$ cat src/rtl/pipeline_pkg.sv
// Shared pipeline definitions: NOP encoding, IF/ID FSM state encoding, default reset PC.
package pipeline_pkg;

    localparam logic [31:0] NOP              = 32'h0000_0000;
    localparam logic [31:0] DEFAULT_RESET_PC = 32'h0000_0000;

    typedef enum logic [1:0] {
        ST_RUN   = 2'd0,
        ST_STALL = 2'd1,
        ST_FLUSH = 2'd2
    } state_t;

endpackage

$ cat src/rtl/sat_counter.sv
// Saturating up-counter with synchronous reset and clear; one-cycle update, holds at all-ones.
module sat_counter #(
    parameter int W = 4
) (
    input  logic         i_clk,
    input  logic         i_rst,
    input  logic         i_inc,
    input  logic         i_clr,
    output logic [W-1:0] o_count
);

    logic [W-1:0] r_count;

    always_ff @(posedge i_clk) begin
        if (i_rst || i_clr) begin
            r_count <= '0;
        end else if (i_inc && (r_count != {W{1'b1}})) begin
            r_count <= r_count + W'(1);
        end
    end

    assign o_count = r_count;

endmodule

$ cat src/rtl/if_id_stage.sv
// IF stage PC register plus IF/ID pipeline register with stall/flush FSM and stall watchdog.
// Optional perf counters (StallCount/FlushCount) enabled by IF_ID_STALL_STATS_EN.
module if_id_stage
    import pipeline_pkg::*;
#(
    parameter logic [31:0] RESET_PC  = DEFAULT_RESET_PC,
    parameter int          MAX_STALL = 8
) (
    input  logic        Clk,
    input  logic        Reset,
    input  logic        PCWrite,
    input  logic        IF_ID_Write,
    input  logic        Flush,
    input  logic [31:0] BranchTarget,
    input  logic [31:0] InstrIn,
    output logic [31:0] PC,
    output logic [31:0] Instruction_ID,
    output logic [31:0] PCPlus4_ID,
    output logic        Valid_ID,
    output logic [1:0]  State,
    output logic        StallError,
    output logic [15:0] StallCount,
    output logic [15:0] FlushCount
);

    logic [31:0] r_pc;
    logic [31:0] r_instr;
    logic [31:0] r_pc_plus4;
    logic        r_valid;
    logic        r_stall_err;
    state_t      r_state;
    state_t      w_next_state;
    logic [31:0] w_pc_plus4;
    logic        w_next_is_stall;
    logic [3:0]  w_stall_run;

    assign w_pc_plus4 = r_pc + 32'd4;

    always_ff @(posedge Clk) begin
        if (Reset) begin
            r_pc <= RESET_PC;
        end else if (Flush) begin
            r_pc <= BranchTarget;
        end else if (PCWrite) begin
            r_pc <= w_pc_plus4;
        end
    end

    // Flush squashes the ID slot regardless of IF_ID_Write.
    always_ff @(posedge Clk) begin
        if (Reset || Flush) begin
            r_instr    <= NOP;
            r_pc_plus4 <= '0;
            r_valid    <= 1'b0;
        end else if (IF_ID_Write) begin
            r_instr    <= InstrIn;
            r_pc_plus4 <= w_pc_plus4;
            r_valid    <= 1'b1;
        end
    end

    always_ff @(posedge Clk) begin
        if (Reset) begin
            r_state <= ST_RUN;
        end else begin
            r_state <= w_next_state;
        end
    end

    always_comb begin
        w_next_state = ST_RUN;
        if (Flush) begin
            w_next_state = ST_FLUSH;
        end else if (!PCWrite || !IF_ID_Write) begin
            w_next_state = ST_STALL;
        end
    end

    assign w_next_is_stall = (w_next_state == ST_STALL);

    sat_counter #(.W(4)) u_stall_run (
        .i_clk   (Clk),
        .i_rst   (Reset),
        .i_inc   (w_next_is_stall),
        .i_clr   (!w_next_is_stall),
        .o_count (w_stall_run)
    );

    // Fires on the edge that moves the run length from MAX_STALL-1 to MAX_STALL.
    always_ff @(posedge Clk) begin
        if (Reset) begin
            r_stall_err <= 1'b0;
        end else if (w_next_is_stall && (w_stall_run == 4'(MAX_STALL - 1))) begin
            r_stall_err <= 1'b1;
        end
    end

`ifdef IF_ID_STALL_STATS_EN
    sat_counter #(.W(16)) u_stall_cnt (
        .i_clk   (Clk),
        .i_rst   (Reset),
        .i_inc   (w_next_is_stall),
        .i_clr   (1'b0),
        .o_count (StallCount)
    );

    sat_counter #(.W(16)) u_flush_cnt (
        .i_clk   (Clk),
        .i_rst   (Reset),
        .i_inc   (Flush),
        .i_clr   (1'b0),
        .o_count (FlushCount)
    );
`else
    assign StallCount = '0;
    assign FlushCount = '0;
`endif

    assign PC             = r_pc;
    assign Instruction_ID = r_instr;
    assign PCPlus4_ID     = r_pc_plus4;
    assign Valid_ID       = r_valid;
    assign State          = r_state;
    assign StallError     = r_stall_err;

endmodule
$ cat config.mk
export PLATFORM = sky130hd
export DESIGN_NAME = if_id_stage
export DESIGN_NICKNAME = d
export VERILOG_FILES = /design/src/rtl/pipeline_pkg.sv /design/src/rtl/sat_counter.sv /design/src/rtl/if_id_stage.sv
export SDC_FILE = /design/constraint.sdc
export NUM_CORES = 1
export LEC_CHECK = 0
export ABC_AREA = 0
export BUFFER_PORTS_ARGS = -buffer_cell sky130_fd_sc_hd__buf_2
export CORE_ASPECT_RATIO = 0.7
export CORE_MARGIN = 2
export CORE_UTILIZATION = 44
export CTS_CLUSTER_SIZE = 16
export DETAILED_ROUTE_END_ITERATION = 10
export PLACE_DENSITY = 0.77
export SLEW_MARGIN = 20
export SYNTH_ARGS = -nofsm -noshare
export SYNTH_HDL_FRONTEND = slang
export SYNTH_SLANG_ARGS = --single-unit
$ cat constraint.sdc
create_clock -name Clk -period 1.75 [get_ports Clk]
set_input_delay 0.2625 -clock Clk [delete_from_list [all_inputs] [get_ports Clk]]
set_output_delay 0.2625 -clock Clk [all_outputs]
set_load 0.01 [all_outputs]
==> results.txt <==
The minimum period implied by the final worst setup slack is 1.79 ns. The relative max-transition margin is 46.2%. The portion of the post-synthesis area used by sequential elements came out at roughly 42%. Setup slack on the critical path of the routed design comes to -0.0356 ns. Setup repair after global routing could not meet its margin everywhere.

The synthesis-to-layout area growth is 34.9%. The worst setup path is launched from a flip-flop. The data arrival time of the critical path came out at 2.01 ns. The path type of the worst min-delay path is in -> reg. For the pin with the worst max-slew slack, the measured transition is 0.808 ns. The residual overflow from global routing is 0. The detailed router placed 4668 vias in this run. In the routed design, unresolved DRC markers number 0.

The critical path goes through nand3_4 -> or4_4 -> nor4b_4 -> xnor2_1 -> o22ai_1. The core area is ~11000 µm². The DRC marker count from the first detailed-route iteration is roughly 330.

The setup slack of the worst register-to-register path is -0.04 ns. Summing the areas of all and, or, nand and nor instances in the mapped netlist gives 19.5% of the synthesized area. For this run, the post-layout net count is 839. The main combinational cell family by area after synthesis is simple AND/OR/NAND/NOR gates. Of all flip-flops after synthesis, the portion carrying an async set or reset was 0%. The portion of total power attributed to sequential cells is 47.3%. The clock arrives with 0.00928 ns of skew. The post-route cell area is 6630 µm². In this run the critical register-to-register path is captured at PC[30]$_SDFFE_PP0N_.

The area of the mapped netlist is approximately 5000 µm². The maximum fanout count along the critical path came out at 8. The switching power is 0.00146 W. After layout, the worst path uses 102% of the clock period.

The critical path ends at PC[30]$_SDFFE_PP0N_. The combinational share of power is 14.5%. The CTS tree is done. Of the total synthesized cell area, the portion taken by full adders, half adders and majority gates is less than 1%. The residual antenna-violating net count after detailed routing came out at 0. The relative contribution of the clock network to total power is 38.2%. The netlist uses 39 different library cells. The CTS H-tree depth is 3. The pin count of the biggest net entering global routing came out at 44. The horizontal die dimension came out at 130 µm. The critical path is of the reg -> reg type. After detailed placement, the total cell area comes to 6110 µm². The run finished, with violations left. For this run, the total global-route usage over all layers was measured as 22.9%. The number of global-route vias before repair is 4417. The insertion delay to the later sink of the worst-skew pair came out at 0.35 ns. The final setup violation count is 2. The final weighted congestion in routability-driven placement came out at 0.923. The die covers roughly 12000 µm². The slowest stage of the critical path is the sky130_fd_sc_hd__or4_4 cell.

The aggregate negative setup slack came out at -0.0373 ns. At the worst endpoint, the required time is slightly below 2 ns. The worst register-to-register path begins at PC[10]$_SDFFE_PP0N_. The synthesized flop and latch total is 104. The worst hold slack across all endpoints is roughly 0.14 ns. The routed wirelength normalized by instance count came out at roughly 15 µm. After legalization and detailed placement, the total HPWL measured 10400 µm. The leakage component of the power is 3.05 nW. The internal portion of the total power is 0.00394 W.

For this run, the top clock speed supported by timing is 560 MHz. The floorplan die height came out at 92.4 µm. The first-pass iteration count of the detailed router is 5.

Input and output buffers added on the ports amount to 168. The count of pins on the block boundary is 201. The post-synthesis mux area share came out at 8.15%. The clock input transition at the sequential cells of the worst setup and hold paths came out at 0.08 ns. The worst supply voltage drop on vdd is 0.506 mV.

The vias per cell is 5.04. The number of max-slew violations in the final report came out at 0. In this run the mean area of a mapped cell was 8.57 µm². The master cell of the clock root buffer is sky130_fd_sc_hd__clkbuf_16. The number of cells on the worst reg-to-reg path is 5. For this configuration, the core starts out at a cell density of between 40% and 50%. The fraction of final layout cells sized beyond drive strength 1 came out at between 30% and 40%.

The worst setup path startpoint is PC[10]$_SDFFE_PP0N_. The clock buffer count from CTS came out at 9. The number of antenna violations at the first check in global routing came out at 0. The global-route wire length before repair is between 20000 and 25000 µm. The area fraction in compound gates after synthesis is 10.6%.

The stage delay of the slowest cell on the critical path came out at 0.61 ns. The count of hold buffers inserted by post-cts repair came out at 0. In the synthesized netlist the dominant register cell turns out to be sky130_fd_sc_hd__dfxtp_1.

The number of enable flip-flop cells after synthesis came out at 0. The max capacitance violation total is 0. The clock passes through at most 2 buffers.

The aggregate routed wire length came out at about 14000 µm. The final-report hold violation count is 0. The floorplan row count came out at 32.

The power density over the cells is 815 nW/µm². After Yosys synthesis, XOR and XNOR cells account for 9.63% of the synthesized area. The final reports fail on setup timing. Net switching is 27.1% of the power. After technology mapping, the gate count stands at between 500 and 600. The number of warning messages in the yosys log is 0. The number of sinks on the clock net is 104.

The nature of the critical path endpoint is a flip-flop.
[critical path: cells and delay by family, from the launching register on]
kind	cells	cell delay, ns
flops	1	0.36
xor+xnor	1	0.19
simple gates	3	0.98
compound gates	1	0.13
[power by group through the flow]
stage                     sequential (W)  combinational (W)  clock (W)
final                            0.00255           0.000783    0.00207
after global routing             0.00257           0.000858    0.00220
after floorplan                  0.00266           0.000421          0
after detailed placement         0.00260           0.000758          0
after CTS                        0.00255           0.000769    0.00211
after global placement           0.00260           0.000744          0
[worst min-delay path by stage]
stage          depth (start not counted)                              to                   from  slack, ns
2_1_floorplan                          2             PC[11]$_SDFFE_PP0N_       BranchTarget[11]       0.40
3_3_place_gp                           2           Valid_ID$_SDFFE_PP0P_  Valid_ID$_SDFFE_PP0P_       0.44
3_5_place_dp                           2           Valid_ID$_SDFFE_PP0P_  Valid_ID$_SDFFE_PP0P_       0.45
4_1_cts                                3              PC[3]$_SDFFE_PP0N_        BranchTarget[3]       0.14
5_1_grt                                3  Instruction_ID[6]$_SDFFE_PP0P_             InstrIn[6]       0.15
6_report                               3              PC[5]$_SDFFE_PP0N_        BranchTarget[5]       0.14
[cell usage after synthesis, types with 15 or more instances]
cell | count | area, µm²
sky130_fd_sc_hd__nand3_1 | 25 | 125
sky130_fd_sc_hd__dfxtp_1 | 104 | 2080
sky130_fd_sc_hd__a211oi_1 | 19 | 143
sky130_fd_sc_hd__clkbuf_1 | 26 | 97.6
sky130_fd_sc_hd__xnor2_1 | 24 | 210
sky130_fd_sc_hd__nand4_1 | 15 | 93.8
sky130_fd_sc_hd__mux2i_1 | 40 | 400
sky130_fd_sc_hd__nand2_1 | 37 | 139
sky130_fd_sc_hd__o21ai_0 | 24 | 120
sky130_fd_sc_hd__buf_4 | 34 | 255
sky130_fd_sc_hd__nor2_1 | 83 | 312
sky130_fd_sc_hd__xor2_1 | 30 | 263
sky130_fd_sc_hd__a21oi_1 | 37 | 185
[placed cells by master (no fill, tap or decap), types with 3 or more instances in the layout]
| cell type | netlist | routed |
|---|---|---|
| sky130_fd_sc_hd__buf_2 | 3 | 167 |
| sky130_fd_sc_hd__dfxtp_1 | 104 | 93 |
| sky130_fd_sc_hd__nor2_1 | 83 | 81 |
| sky130_fd_sc_hd__buf_4 | 34 | 50 |
| sky130_fd_sc_hd__mux2i_1 | 40 | 40 |
| sky130_fd_sc_hd__a21oi_1 | 37 | 37 |
| sky130_fd_sc_hd__nand2_1 | 37 | 32 |
| sky130_fd_sc_hd__conb_1 | 1 | 32 |
| sky130_fd_sc_hd__xor2_1 | 30 | 29 |
| sky130_fd_sc_hd__xnor2_1 | 24 | 24 |
| sky130_fd_sc_hd__o21ai_0 | 24 | 24 |
| sky130_fd_sc_hd__nand3_1 | 25 | 20 |
| sky130_fd_sc_hd__a211oi_1 | 19 | 16 |
| sky130_fd_sc_hd__nand4_1 | 15 | 15 |
| sky130_fd_sc_hd__dfxtp_2 | 0 | 10 |
| sky130_fd_sc_hd__inv_1 | 9 | 9 |
| sky130_fd_sc_hd__clkbuf_16 | 0 | 9 |
| sky130_fd_sc_hd__nor3_1 | 11 | 7 |
| sky130_fd_sc_hd__buf_6 | 1 | 7 |
| sky130_fd_sc_hd__nor3_2 | 2 | 6 |
| sky130_fd_sc_hd__and3_1 | 5 | 5 |
| sky130_fd_sc_hd__nand3_4 | 1 | 4 |
| sky130_fd_sc_hd__nand2_2 | 0 | 4 |
| sky130_fd_sc_hd__and2_1 | 4 | 4 |
| sky130_fd_sc_hd__or3_1 | 3 | 3 |
| sky130_fd_sc_hd__o22ai_1 | 3 | 3 |
| sky130_fd_sc_hd__a211oi_2 | 0 | 3 |
| sky130_fd_sc_hd__inv_6 | 0 | 3 |
| sky130_fd_sc_hd__buf_12 | 0 | 3 |
[sequential cells by signal, indices dropped and copies added, names as in the netlist]
register and cells:
Valid_ID 1, u_stall_run.o_count 4, StallError 1, PCPlus4_ID 32, State 2, Instruction_ID 32, PC 32
[area by class of cell]
type,instances,area (µm²)
diodes,1,2.50
fillers,956,4300
multi-input cells,417,2650
clock inverters,7,76.3
inverters,9,33.8
well taps,153,191
repair buffers,227,1350
clock buffers,9,225
flip-flops and latches,104,2100
[stage by stage]
stage	worst slack, ns	power, W	util, %	cells
2_1_floorplan	-0.116	0.00308	-	604
3_3_place_gp	-0.211	0.00334	55.9	903
3_5_place_dp	-0.178	0.00336	55.9	903
4_1_cts	-0.0355	0.00543	59.3	923
5_1_grt	-0.0583	0.00562	60.6	926
6_report	-0.0356	0.00540	60.6	927
[what timing repair did]
item	in CTS	in global routing
buffers inserted	4	3
pin swaps	10	13
resized for setup	7	29
setup endpoints to repair	5	32
[cell families after synthesis]
kind of cell / count (synthesis)
AO/OA/AOI/OAI: 90
XOR/XNOR: 54
multiplexers: 40
flip-flops: 104
AND/OR/NAND/NOR: 199
other: 1
adder cells (fa/ha/maj): 2
buffers and inverters: 83
[routing by layer]
| metal | global-route usage (%) | routed length [µm] | share of wire [%] | up-vias |
|---|---|---|---|---|
| li1 | - | - | - | 2285 |
| met1 | 30.4 | 6340 | 45 | 2196 |
| met4 | 6.27 | 154 | 1.1 | 0 |
| met5 | 0 | 0 | 0 | - |
| met2 | 36.8 | 6460 | 46 | 171 |
| met3 | 6.30 | 1020 | 7.3 | 16 |
Power figures use the tool's default switching activity.
